$ cat config.mk
export PLATFORM = sky130hd
export DESIGN_NAME = add_sub_sched
export DESIGN_NICKNAME = d
export VERILOG_FILES = /design/src/rtl/add_sub_pkg.sv /design/src/rtl/add_sub_sched_rr_arb2.sv /design/src/rtl/add_sub_sched.sv
export SDC_FILE = /design/constraint.sdc
export NUM_CORES = 1
export LEC_CHECK = 0
export CAP_MARGIN = 20
export CORE_MARGIN = 1.5
export CORE_UTILIZATION = 50
export CTS_BUF_LIST = sky130_fd_sc_hd__clkbuf_4
export DETAILED_ROUTE_END_ITERATION = 8
export PLACE_DENSITY = 0.93
export SLEW_MARGIN = 25
export SYNTH_ARGS = -nofsm -noshare
export SYNTH_HDL_FRONTEND = slang
export SYNTH_HIERARCHICAL = 1
export SYNTH_SLANG_ARGS = --single-unit
$ cat constraint.sdc
create_clock -name CLK_in -period 5 [get_ports CLK_in]
set_clock_uncertainty 0.2 [all_clocks]
set_input_delay 1.25 -clock CLK_in [delete_from_list [all_inputs] [get_ports CLK_in]]
set_output_delay 1.25 -clock CLK_in [all_outputs]
set_load 0.1 [all_outputs]
$ cat src/rtl/add_sub_pkg.sv
// -----------------------------------------------------------------------------
// add_sub_pkg
// Shared definitions for the add/subtract sequencer:
//   - state_t : scheduler FSM state encoding
//   - N_DEF   : default operand MSB index (operand width N_DEF+1)
//   - TMO_DEF : default WAIT-state timeout in cycles
// -----------------------------------------------------------------------------
package add_sub_pkg;

    localparam int N_DEF   = 3;
    localparam int TMO_DEF = 15;

    typedef enum logic [1:0] {
        ST_IDLE  = 2'd0,
        ST_ISSUE = 2'd1,
        ST_WAIT  = 2'd2,
        ST_DONE  = 2'd3
    } state_t;

endpackage

$ cat src/rtl/add_sub_sched_rr_arb2.sv
// -----------------------------------------------------------------------------
// rr_arb2
// Two-input round-robin arbiter, purely combinational.
//   req0, req1 : request levels
//   last_gnt   : index of the requester granted most recently
//   winner     : selected requester index (valid only when valid=1)
//   valid      : at least one request present
// Under contention the requester that was not granted last wins.
// -----------------------------------------------------------------------------
module rr_arb2 (
    input  logic req0,
    input  logic req1,
    input  logic last_gnt,
    output logic winner,
    output logic valid
);

    // Winner selection: alternate on contention, otherwise pick the lone requester.
    always_comb begin
        winner = 1'b0;
        valid  = req0 | req1;
        if (req0 && req1) begin
            winner = ~last_gnt;
        end else if (req1) begin
            winner = 1'b1;
        end else begin
            winner = 1'b0;
        end
    end

endmodule

$ cat src/rtl/add_sub_sched.sv
// -----------------------------------------------------------------------------
// add_sub_sched
// Sequencer in front of the add/subtract datapath. Arbitrates two requesters
// round-robin, latches the winner's operands onto dp_*, pulses dp_start, waits
// for dp_flag_end (bounded by TMO cycles) and holds the result for the
// seven-segment path.
// Ports:
//   CLK_in, rst                  : clock (rising edge), async active-low reset
//   req*/a*/b*/cin*/add_min*/symbol* : per-requester request and operands
//   gnt0/gnt1, done0/done1       : one-cycle grant / completion pulses
//   dp_a, dp_b, dp_cin, dp_add_min, dp_symbol, dp_start : datapath drive
//   dp_res, dp_cout, dp_overflow, dp_flag_end            : datapath return
//   res, res_cout, res_ovf, res_err, res_src             : held result
//   busy                         : high whenever the FSM is not in IDLE
// -----------------------------------------------------------------------------
module add_sub_sched
    import add_sub_pkg::*;
#(
    parameter int N   = N_DEF,
    parameter int TMO = TMO_DEF
) (
    input  logic         CLK_in,
    input  logic         rst,
    input  logic         req0,
    input  logic         req1,
    input  logic [N:0]   a0,
    input  logic [N:0]   b0,
    input  logic [N:0]   a1,
    input  logic [N:0]   b1,
    input  logic         cin0,
    input  logic         cin1,
    input  logic         add_min0,
    input  logic         add_min1,
    input  logic         symbol0,
    input  logic         symbol1,
    output logic         gnt0,
    output logic         gnt1,
    output logic         done0,
    output logic         done1,
    output logic [N:0]   dp_a,
    output logic [N:0]   dp_b,
    output logic         dp_cin,
    output logic         dp_add_min,
    output logic         dp_symbol,
    output logic         dp_start,
    input  logic [N:0]   dp_res,
    input  logic         dp_cout,
    input  logic         dp_overflow,
    input  logic         dp_flag_end,
    output logic [N:0]   res,
    output logic         res_cout,
    output logic         res_ovf,
    output logic         res_err,
    output logic         res_src,
    output logic         busy
);

    // Timeout fires on the TMO-th WAIT edge without a flag, i.e. when the
    // counter (cleared in ISSUE) still holds TMO-1 at that edge.
    localparam logic [7:0] TMO_LAST = 8'(TMO - 1);

    state_t     state_r;
    logic [7:0] cnt_r;
    logic       win_r;
    logic       last_gnt_r;
    logic       arb_win_s;
    logic       arb_valid_s;

    rr_arb2 u_arb (
        .req0     (req0),
        .req1     (req1),
        .last_gnt (last_gnt_r),
        .winner   (arb_win_s),
        .valid    (arb_valid_s)
    );

    // Scheduler FSM with all outputs registered; pulses default low each cycle.
    always_ff @(posedge CLK_in or negedge rst) begin
        if (!rst) begin
            state_r    <= ST_IDLE;
            cnt_r      <= 8'd0;
            win_r      <= 1'b0;
            last_gnt_r <= 1'b1;
            gnt0       <= 1'b0;
            gnt1       <= 1'b0;
            done0      <= 1'b0;
            done1      <= 1'b0;
            dp_a       <= '0;
            dp_b       <= '0;
            dp_cin     <= 1'b0;
            dp_add_min <= 1'b0;
            dp_symbol  <= 1'b0;
            dp_start   <= 1'b0;
            res        <= '0;
            res_cout   <= 1'b0;
            res_ovf    <= 1'b0;
            res_err    <= 1'b0;
            res_src    <= 1'b0;
            busy       <= 1'b0;
        end else begin
            gnt0     <= 1'b0;
            gnt1     <= 1'b0;
            done0    <= 1'b0;
            done1    <= 1'b0;
            dp_start <= 1'b0;
            case (state_r)
                ST_IDLE: begin
                    if (arb_valid_s) begin
                        dp_a       <= arb_win_s ? a1 : a0;
                        dp_b       <= arb_win_s ? b1 : b0;
                        dp_cin     <= arb_win_s ? cin1 : cin0;
                        dp_add_min <= arb_win_s ? add_min1 : add_min0;
                        dp_symbol  <= arb_win_s ? symbol1 : symbol0;
                        win_r      <= arb_win_s;
                        last_gnt_r <= arb_win_s;
                        gnt0       <= ~arb_win_s;
                        gnt1       <= arb_win_s;
                        dp_start   <= 1'b1;
                        busy       <= 1'b1;
                        state_r    <= ST_ISSUE;
                    end else begin
                        state_r <= ST_IDLE;
                    end
                end
                ST_ISSUE: begin
                    cnt_r   <= 8'd0;
                    state_r <= ST_WAIT;
                end
                ST_WAIT: begin
                    // flag_end is checked first so a coincident timeout still captures.
                    if (dp_flag_end) begin
                        res      <= dp_res;
                        res_cout <= dp_cout;
                        res_ovf  <= dp_overflow;
                        res_err  <= 1'b0;
                        res_src  <= win_r;
                        done0    <= ~win_r;
                        done1    <= win_r;
                        state_r  <= ST_DONE;
                    end else if (cnt_r == TMO_LAST) begin
                        res      <= '0;
                        res_cout <= 1'b0;
                        res_ovf  <= 1'b0;
                        res_err  <= 1'b1;
                        res_src  <= win_r;
                        done0    <= ~win_r;
                        done1    <= win_r;
                        state_r  <= ST_DONE;
                    end else begin
                        cnt_r <= cnt_r + 8'd1;
                    end
                end
                ST_DONE: begin
                    busy    <= 1'b0;
                    state_r <= ST_IDLE;
                end
                default: begin
                    busy    <= 1'b0;
                    state_r <= ST_IDLE;
                end
            endcase
        end
    end

endmodule

==> flow_metrics.env <==
export IMPL_grt_use_total=0.245
export IMPL_required_ns=3.55
export IMPL_io_buffers=57
export IMPL_end_kind="output port"
export IMPL_cts_made_buffers=5
export IMPL_drc=0
export IMPL_timing_max_cap_violations=0
export IMPL_wire_per_inst_um=15.9
export IMPL_overflow=0
export IMPL_place_congestion=0.833
export IMPL_die_area_um2=3710
export IMPL_area_delta_synth_final_pct=42.4
export IMPL_path_cells="clkdlybuf4s50_1"
export IMPL_fin_nets=253
export IMPL_syn_nets=193
export IMPL_path_depth=1
export IMPL_finalCritPeriodShare=0.668
export IMPL_yosysSeqAreaShare=0.552
export IMPL_cp_max_fo=3
export IMPL_met2_length_mm=2.12
export IMPL_firstDrtPassIters=4
export IMPL_cts_path_max_buffers=2
export IMPL_synth_top_family_by_area="compound AO/OA/AOI/OAI gates"
export IMPL_crit_slowest_cell="clkdlybuf4s50_1"
export IMPL_max_slew_margin_rel=0.337
export IMPL_vias_per_cell=5.39
export IMPL_clk_pin_slew_ns=0.11
export IMPL_syn_area_um2=1680
export IMPL_reg2reg_from="state_r[0]$_DFFE_PN0P_"
export IMPL_slew_violations=0
export IMPL_post_cts_buffers=0
export IMPL_worst_r2r_cell_count=6
export IMPL_cts_root_buf="clkbuf_4"
export IMPL_core_area_um2=3130
export IMPL_cts_tree="built"
export IMPL_num_antenna_cells=0
export IMPL_critPathBufInv=1
export IMPL_grt_pass1_vias=1333
export IMPL_tightest_slew_ns=0.991
export IMPL_ys_types=34
export IMPL_synthXorXnorAreaFrac=0
export IMPL_fin_tns_setup_ns=0
export IMPL_hold_violations=0
export IMPL_drt_iter0_markers=48
export IMPL_synth_mux_area_frac=0.0745
export IMPL_rsz0062_at_grt="false"
export IMPL_synth_simple_gate_area_frac=0.140
export IMPL_regToRegSetupSlack_ns=2.91
export IMPL_fmax_ghz=0.300
export IMPL_ys_warn_count=6
export IMPL_crit_arrival_ns=1.89
export IMPL_startpoint="busy$_DFFE_PN0P_"
export IMPL_synth_compound_area_frac=0.150
export IMPL_antenna_found_initial=0
export IMPL_maxUsedRoutingLayer="met4"
export IMPL_ios=58
export IMPL_ys_ff_latch=37
export IMPL_setup_violations=0
export IMPL_crit_path_start_kind="register"
export IMPL_wl_met3_um=263
export IMPL_cts_repair_resized=0
export IMPL_grt_pass1_wl_mm=6.38
export IMPL_post_route_min_period_ns=3.34
export IMPL_hold_path_class="register to register"
export IMPL_die_h_um=61.0
export IMPL_synth_adder_area_share=0.0447
export IMPL_grt_max_degree=38
export IMPL_worstSetupPathType="register to output port"
export IMPL_cts_hold_buffers=0
export IMPL_clk_latency_ns=0.34
export IMPL_crit_path_max_incr_delay_ns=1.15
export IMPL_wl_met1_mm=1.61
export IMPL_synth_avg_cell_area_um2=10.9
export IMPL_die_x_um=61.0
export IMPL_vias=1396
export IMPL_drive_gt1_frac=0.102
export IMPL_placementRows=20
export IMPL_start_util=0.537
export IMPL_run_status="finished clean"
export IMPL_clock_sinks=37
export IMPL_htreeDepth=2
export IMPL_critPathTopFamily="buffers and inverters"
export IMPL_hpwl_mm=3.21
export IMPL_r2r_end="state_r[0]$_DFFE_PN0P_"
export IMPL_synth_cells=154
export IMPL_antenna_left=0
export IMPL_routed_wl_mm=4.12
export IMPL_crit_path_end="busy"
-- through the flow --
| step | hold WS [ns] | instance area (um^2) | std cells | utilization | setup WS, ns |
|---|---|---|---|---|---|
| finish | 0.281 | 2390 | 259 | 0.764 | 1.66 |
| global route | 0.300 | 2390 | 259 | 0.764 | 1.61 |
| CTS | 0.272 | 2390 | 259 | 0.764 | 1.65 |
| detailed placement | 0.255 | 2290 | 251 | 0.732 | 1.75 |
| global placement | 0.244 | 2290 | 251 | 0.732 | 1.81 |
| floorplan | 0.226 | 1680 | 154 | - | 2.55 |
-- synthesized netlist by cell type --
| library cell | instances | area share |
|---|---|---|
| nor2_1 | 4 | 0.0089 |
| nand2_1 | 21 | 0.047 |
| buf_2 | 1 | 0.0030 |
| clkbuf_1 | 4 | 0.0089 |
| and2b_1 | 1 | 0.0045 |
| o31ai_1 | 1 | 0.0045 |
| nand4_1 | 1 | 0.0037 |
| ha_1 | 6 | 0.045 |
| nand4b_1 | 1 | 0.0052 |
| a21boi_1 | 1 | 0.0045 |
| or3_4 | 1 | 0.0067 |
| o41ai_1 | 1 | 0.0052 |
| a22o_2 | 6 | 0.036 |
| and2_1 | 1 | 0.0037 |
| or2_1 | 1 | 0.0037 |
| inv_1 | 9 | 0.020 |
| nand3_1 | 10 | 0.030 |
| or3_1 | 2 | 0.0075 |
| dfrtp_1 | 36 | 0.54 |
| a21oi_1 | 2 | 0.0060 |
| dfstp_2 | 1 | 0.016 |
| o21ai_1 | 1 | 0.0030 |
| mux2i_1 | 11 | 0.066 |
| nor2_2 | 1 | 0.0037 |
| o21ai_0 | 17 | 0.051 |
| o211ai_1 | 3 | 0.013 |
| nor3_1 | 1 | 0.0030 |
| o22ai_1 | 1 | 0.0037 |
| nand2b_1 | 2 | 0.0075 |
| a31oi_1 | 1 | 0.0037 |
| and4_1 | 1 | 0.0052 |
| buf_6 | 1 | 0.0067 |
| o21ai_4 | 2 | 0.019 |
| mux2_4 | 1 | 0.0089 |
-- worst min path at each step --
stage                                      start                endpoint  cells past startpoint
after floorplan                win_r$_DFFE_PN0P_         done0$_DFF_PN0_                      1
after global placement         win_r$_DFFE_PN0P_         done0$_DFF_PN0_                      1
after detailed placement  last_gnt_r$_DFFE_PN1P_  last_gnt_r$_DFFE_PN1P_                      2
after CTS                 last_gnt_r$_DFFE_PN1P_  last_gnt_r$_DFFE_PN1P_                      2
after global routing      last_gnt_r$_DFFE_PN1P_  last_gnt_r$_DFFE_PN1P_                      2
final                          win_r$_DFFE_PN0P_         done0$_DFF_PN0_                      1
-- flip-flops by register name (all words and copies together) (netlist names), 2 cells and up --
| name | flops |
|---|---|
| cnt_r | 8 |
| dp_b | 4 |
| state_r | 2 |
| dp_a | 4 |
| res | 4 |
-- cell type report --
cell class                      count  area [um^2]
Multi-Input combinational cell    102          687
Tap cell                           44         55.1
Clock buffer                        5         37.5
Timing Repair Buffer               59          586
Clock inverter                      3         65.1
Inverter                            9         33.8
Sequential cell                    37          927
Fill cell                         200          737
-- layout by cell type (no fill, tap or decap), types with 4 or more instances in the layout --
cell,count
clkdlybuf4s50_1,57
nand3_1,10
a22o_2,6
clkbuf_4,5
ha_1,6
dfrtp_1,36
nor2_1,4
nand2_1,21
o21ai_0,17
mux2i_1,11
inv_1,9
-- logic make-up (layout without fill, tap and decap cells) --
| group | count (synthesis) | after routing |
|---|---|---|
| AOI/OAI and AO/OA | 36 | 36 |
| muxes | 12 | 12 |
| adders and majority gates | 6 | 6 |
| DFF | 37 | 37 |
| and+or+nand+nor | 48 | 48 |
| buffers and inverters | 15 | 76 |
-- per-layer routing --
metal | up-vias | GRT usage
li1 | 656 | -
met5 | - | 0
met4 | 0 | 0.106
met1 | 658 | 0.269
met2 | 64 | 0.435
met3 | 18 | 0.0746
Power is left out: the tool's default activity adds up to more than one toggle a clock period on the data nets, which glitch-free logic cannot reach.
